`src/rtl/operand_fetch_stage.sv`:
```
// ID-stage operand resolution: EX/MEM forwarding, X31 zeroing, load-use
// hazard detection, and the ID/EX pipeline register with a stall counter.
module operand_fetch_stage #(
    parameter int unsigned WIDTH = 64,
    parameter int unsigned CNT_W = 16
) (
    input  logic             clk,
    input  logic             rst,
    input  logic             id_valid,
    input  logic [4:0]       id_rn,
    input  logic [4:0]       id_rm,
    input  logic [4:0]       id_rd,
    input  logic             id_use_rn,
    input  logic             id_use_rm,
    input  logic             id_reg_write,
    input  logic             id_is_load,
    input  logic             id_use_imm,
    input  logic [WIDTH-1:0] id_imm,
    input  logic [WIDTH-1:0] rf_data1,
    input  logic [WIDTH-1:0] rf_data2,
    input  logic             fwd_ex_en,
    input  logic [4:0]       fwd_ex_rd,
    input  logic [WIDTH-1:0] fwd_ex_data,
    input  logic             fwd_mem_en,
    input  logic [4:0]       fwd_mem_rd,
    input  logic [WIDTH-1:0] fwd_mem_data,
    input  logic             flush,
    input  logic             ex_hold,
    output logic             stall,
    output logic             ex_valid,
    output logic             ex_reg_write,
    output logic             ex_is_load,
    output logic [4:0]       ex_rd,
    output logic [WIDTH-1:0] ex_op_a,
    output logic [WIDTH-1:0] ex_op_b,
    output logic [WIDTH-1:0] ex_store_data,
    output logic [CNT_W-1:0] stall_count
);

    localparam logic [4:0] ZERO_REG = 5'd31;

    logic [WIDTH-1:0] src_a;
    logic [WIDTH-1:0] src_b;
    logic [WIDTH-1:0] op_b;
    logic             ex_match;

    // Priority: zero register, then the younger EX result, then MEM, then RF.
    function automatic logic [WIDTH-1:0] fwd_sel(
        input logic [4:0]       src,
        input logic [WIDTH-1:0] rf,
        input logic             ex_en,
        input logic [4:0]       ex_rd_f,
        input logic [WIDTH-1:0] ex_data,
        input logic             mem_en,
        input logic [4:0]       mem_rd_f,
        input logic [WIDTH-1:0] mem_data
    );
        logic [WIDTH-1:0] res;
        if (src == ZERO_REG)
            res = '0;
        else if (ex_en && ex_rd_f != ZERO_REG && ex_rd_f == src)
            res = ex_data;
        else if (mem_en && mem_rd_f != ZERO_REG && mem_rd_f == src)
            res = mem_data;
        else
            res = rf;
        return res;
    endfunction

    always_comb begin
        src_a = fwd_sel(id_rn, rf_data1, fwd_ex_en, fwd_ex_rd, fwd_ex_data,
                        fwd_mem_en, fwd_mem_rd, fwd_mem_data);
        src_b = fwd_sel(id_rm, rf_data2, fwd_ex_en, fwd_ex_rd, fwd_ex_data,
                        fwd_mem_en, fwd_mem_rd, fwd_mem_data);
        op_b  = id_use_imm ? id_imm : src_b;
    end

    // Load-use hazard; a flush squashes the consumer so no bubble is needed.
    always_comb begin
        ex_match = (id_use_rn && id_rn == ex_rd) || (id_use_rm && id_rm == ex_rd);
        stall    = id_valid && ex_valid && ex_is_load && (ex_rd != ZERO_REG)
                   && ex_match && !flush;
    end

    always_ff @(posedge clk) begin
        if (!rst) begin
            ex_valid      <= 1'b0;
            ex_reg_write  <= 1'b0;
            ex_is_load    <= 1'b0;
            ex_rd         <= ZERO_REG;
            ex_op_a       <= '0;
            ex_op_b       <= '0;
            ex_store_data <= '0;
            stall_count   <= '0;
        end else if (ex_hold) begin
            ex_valid      <= ex_valid;
        end else if (flush || stall) begin
            ex_valid      <= 1'b0;
            ex_reg_write  <= 1'b0;
            ex_is_load    <= 1'b0;
            ex_rd         <= ZERO_REG;
            ex_op_a       <= '0;
            ex_op_b       <= '0;
            ex_store_data <= '0;
            if (stall && stall_count != {CNT_W{1'b1}})
                stall_count <= stall_count + CNT_W'(1);
        end else begin
            ex_valid      <= id_valid;
            ex_reg_write  <= id_reg_write && id_valid;
            ex_is_load    <= id_is_load;
            ex_rd         <= id_rd;
            ex_op_a       <= src_a;
            ex_op_b       <= op_b;
            ex_store_data <= src_b;
        end
    end

endmodule

```
`config.mk`:
```
export PLATFORM = sky130hd
export DESIGN_NAME = operand_fetch_stage
export DESIGN_NICKNAME = d
export VERILOG_FILES = /design/src/rtl/operand_fetch_stage.sv
export SDC_FILE = /design/constraint.sdc
export NUM_CORES = 1
export LEC_CHECK = 0
export CORE_AREA = 2 2 222 224
export DETAILED_ROUTE_END_ITERATION = 10
export DIE_AREA = 0 0 224 226
export PLACE_DENSITY = 0.47
export SLEW_MARGIN = 20
export SYNTH_ARGS = -nofsm -noshare
export SYNTH_HDL_FRONTEND = slang
export SYNTH_SLANG_ARGS = --single-unit
export TNS_END_PERCENT = 30
```
`constraint.sdc`:
```
create_clock -name clk -period 4.4 [get_ports clk]
set_input_delay 0.88 -clock clk [delete_from_list [all_inputs] [get_ports clk]]
set_output_delay 0.88 -clock clk [all_outputs]
set_load 0.05 [all_outputs]
```
==> qor.txt <==
status -> completed
flops & latches, synth -> 216
count of flip-flops with a built-in enable after synthesis -> 0
Main synth FF type -> dfxtp_1
DRC -> 0
crit path launch -> id_rn[1]
first-pass GRT wire length -> 80.8 mm
DRT antenna net count -> 0
post-synthesis compound-gate area fraction -> 27.3%
wire per inst -> 23.3 µm
setup violators final -> 0
routability-driven placement congestion ratio -> 0.861
Synth Net Count -> 1623
io pins -> 574
post-DP HPWL -> 39.4 mm
internal power -> 4.06 mW
relative slew slack -> 33.0%
vias per inst -> 4.96
Clk pin slew, worst setup/hold paths -> 0.06 ns
post-CTS sizing -> 0
DRT Wirelength -> 56.5 mm
Post-Synth Simple-Gate Area -> 22.6%
P_sw -> 1.64 mW
initial DRC count -> 765
fin cells -> 2421
placed insts -> 2362
sequential share of power -> 36.6%
Worst-Margin Slew -> 1.00 ns
Clock Path Buffers -> 3
Register-to-Register Path Depth -> 7
die height -> 226 µm
P&R area growth vs syn -> 69.2%
Syn Area/Cell -> 8.20 µm²
worst hold slack -> 0.468 ns
r2r endpoint -> ex_op_b[34]
Post-Synth XOR/XNOR Area -> 2.62%
unrepaired setup endpoints after global routing -> no
crit path kind -> primary input to output pin
Port Buffers -> 573
sequential cell area fraction in the yosys report -> 41.7%
min Tclk post-route -> 3.47 ns
largest net degree at the start of global routing -> 129
Die Area -> 0.0506 mm²
antenna violations before repair -> 10
layout cells sized above 1 -> 4.36%
Switching Share -> 28.8%
core area -> 0.0483 mm²
CTS Buf Count -> 28
Max Freq -> 0.288 GHz
DIE WIDTH -> 224 µm
Clock power frac -> 42.2%
Total GRT Usage -> 21.2%
Yosys cell types -> 40
Tcrit/Tclk final -> 78.8%
worst hold path class -> flip-flop to flip-flop
Reg2Reg Setup Slack -> 1.96 ns
area leader, netlist -> dfxtp_1
CP required -> 3.52 ns
skew final -> 0.0133 ns
Fin. Hold Viols -> 0
setup TNS -> 0 ns
Combinational Power Share -> 21.3%
Initial Utilization -> 21.5%
Post-Place Setup Slack -> 0.617 ns
row count -> 81
hold depth -> 2
Critical Path End Type -> output pin
clk sink count -> 216
drt first pass iters -> 6
vias in the first global route -> 11700
Clk Latency, worst-skew pair -> 0.56 ns
setup bufs post-CTS -> 0
PwrDens -> 325 mW/mm²
largest family of logic cells by synthesized area -> compound AO/OA/AOI/OAI gates
Max IR drop VDD -> 0.274 mV
crit path to -> stall
Async S/R FF share, synth -> 0%
fin. max-slew vios -> 0
Synth Warn # -> 0
CTS tree -> built
cell area after synthesis -> 0.0104 mm²
MaxCap Viol Count -> 0
mux contribution to synthesized area -> 0.193%
adder-cell share of the synthesized area -> 0.121%
Nets -> 2128
DR vias -> 12000
RR Startpoint -> ex_rd[2]
grt total ovfl -> 0
Post-Synthesis Cells -> 1265
# H-tree levels -> 1
Critical Path Start Type -> primary input
leakage power -> 6.92 nW
Synth area leaders -> dfxtp_1 (42%), a22o_1 (11%), nand2_1 (10%), a31oi_1 (7.8%), a221o_1 (6.2%)
Worst Path Max Fanout -> 6
Fillers -> 5022
Synth top area share -> 41.7%
Tot Pwr -> 5.71 mW
root buf cell -> clkbuf_16
Worst Slack Setup Final -> 0.933 ns
CP arrival -> 2.59 ns
hold-fix buffers at CTS -> 0
-- sequential cells by signal, indices dropped and copies added, names as in the netlist --
name and flops:
ex_op_b 64, stall_count 16, ex_reg_write 1, ex_valid 1
ex_store_data 64, ex_is_load 1, ex_rd 5, ex_op_a 64
-- power groups by stage --
| stage | registers [mW] | clock network (mW) | logic [mW] |
|---|---|---|---|
| final | 2.09 | 2.41 | 1.21 |
| after global placement | 2.13 | 0 | 1.22 |
| after floorplan | 2.40 | 0 | 0.285 |
| after detailed placement | 2.13 | 0 | 1.22 |
| after CTS | 2.09 | 2.48 | 1.22 |
| after global routing | 2.10 | 2.55 | 1.28 |
-- worst min path at each step --
stage | slack [ns] | start | to
after global routing | 0.49 | ex_op_a[41] | ex_op_a[41]
after CTS | 0.48 | ex_reg_write | ex_reg_write
after detailed placement | 0.46 | ex_reg_write | ex_reg_write
after floorplan | 0.68 | ex_reg_write | ex_reg_write
final | 0.47 | ex_reg_write | ex_reg_write
after global placement | 0.46 | ex_store_data[56] | ex_store_data[56]
-- cell usage after synthesis, types with 2 or more instances --
master	count
buf_2	24
a31oi_1	130
nor2_1	143
dfxtp_1	216
inv_1	4
o211ai_1	4
o21ai_0	4
buf_1	11
o32ai_1	5
nand3_1	14
or4_1	6
and3_1	71
or3_1	3
nand2_1	276
o21a_1	2
a32oi_1	2
nor3_1	6
a22o_1	128
nand4_1	6
mux2i_1	2
xnor2_1	14
clkbuf_1	66
nand2b_1	4
or2_2	2
a21oi_1	9
a221o_1	64
buf_6	13
o31ai_1	8
xor2_1	17
-- cells in the final DEF, fill, tap and decap left out, types with 9 or more instances in the layout --
cell and instances:
clkdlybuf4s50_1 570, nand2_1 276, dfxtp_1 216, nor2_1 142, a31oi_1 130, a22o_1 128
and3_1 69, a221o_1 64, clkbuf_16 28, xor2_1 17, xnor2_1 14, nand3_1 12
buf_4 10, diode_2 9, a21oi_1 9
-- cell type report --
| cell class | count | area [µm²] | area share [%] |
|---|---|---|---|
| antenna | 9 | 22.5 | 0.128 |
| sequential | 216 | 4320 | 24.6 |
| multi-input combinational | 930 | 5520 | 31.4 |
| clock inverter | 8 | 129 | 0.734 |
| clock buffer | 42 | 833 | 4.75 |
| inverter | 5 | 18.8 | 0.107 |
| tap | 622 | 778 | 4.43 |
| timing repair buffer | 589 | 5930 | 33.8 |
-- critical path, stage by stage --
cell	delay [ns]
clkdlybuf4s50_1	0.61
xnor2_1	0.15
nand4_1	0.13
o22ai_2	0.26
nand3_2	0.20
nor2_1	0.13
buf_4	0.21
-- layer usage --
layer	routed length, µm	global-route usage [%]	vias up
met5	13	0	-
met4	1590	6.19	2
met1	23300	25.8	5763
met2	26300	35.8	523
met3	5240	6.64	69
li1	-	-	5644
-- cell families (layout without fill, tap and decap cells) --
logic type / count (synthesis) / in the layout
compound gates: 358 / 358
xor+xnor: 31 / 31
fa+ha+maj: 1 / 1
buf+inv: 119 / 644
flops: 216 / 216
mux: 2 / 2
other cells: 0 / 9
simple gates: 538 / 538
-- stage by stage --
step / utilization, % / instance area (µm²)
CTS: 36.3 / 17500
floorplan: - / 10400
finish: 36.3 / 17600
global placement: 34.3 / 16600
detailed placement: 34.3 / 16600
global route: 36.3 / 17500
No activity file was read; power rests on OpenSTA's default activity.
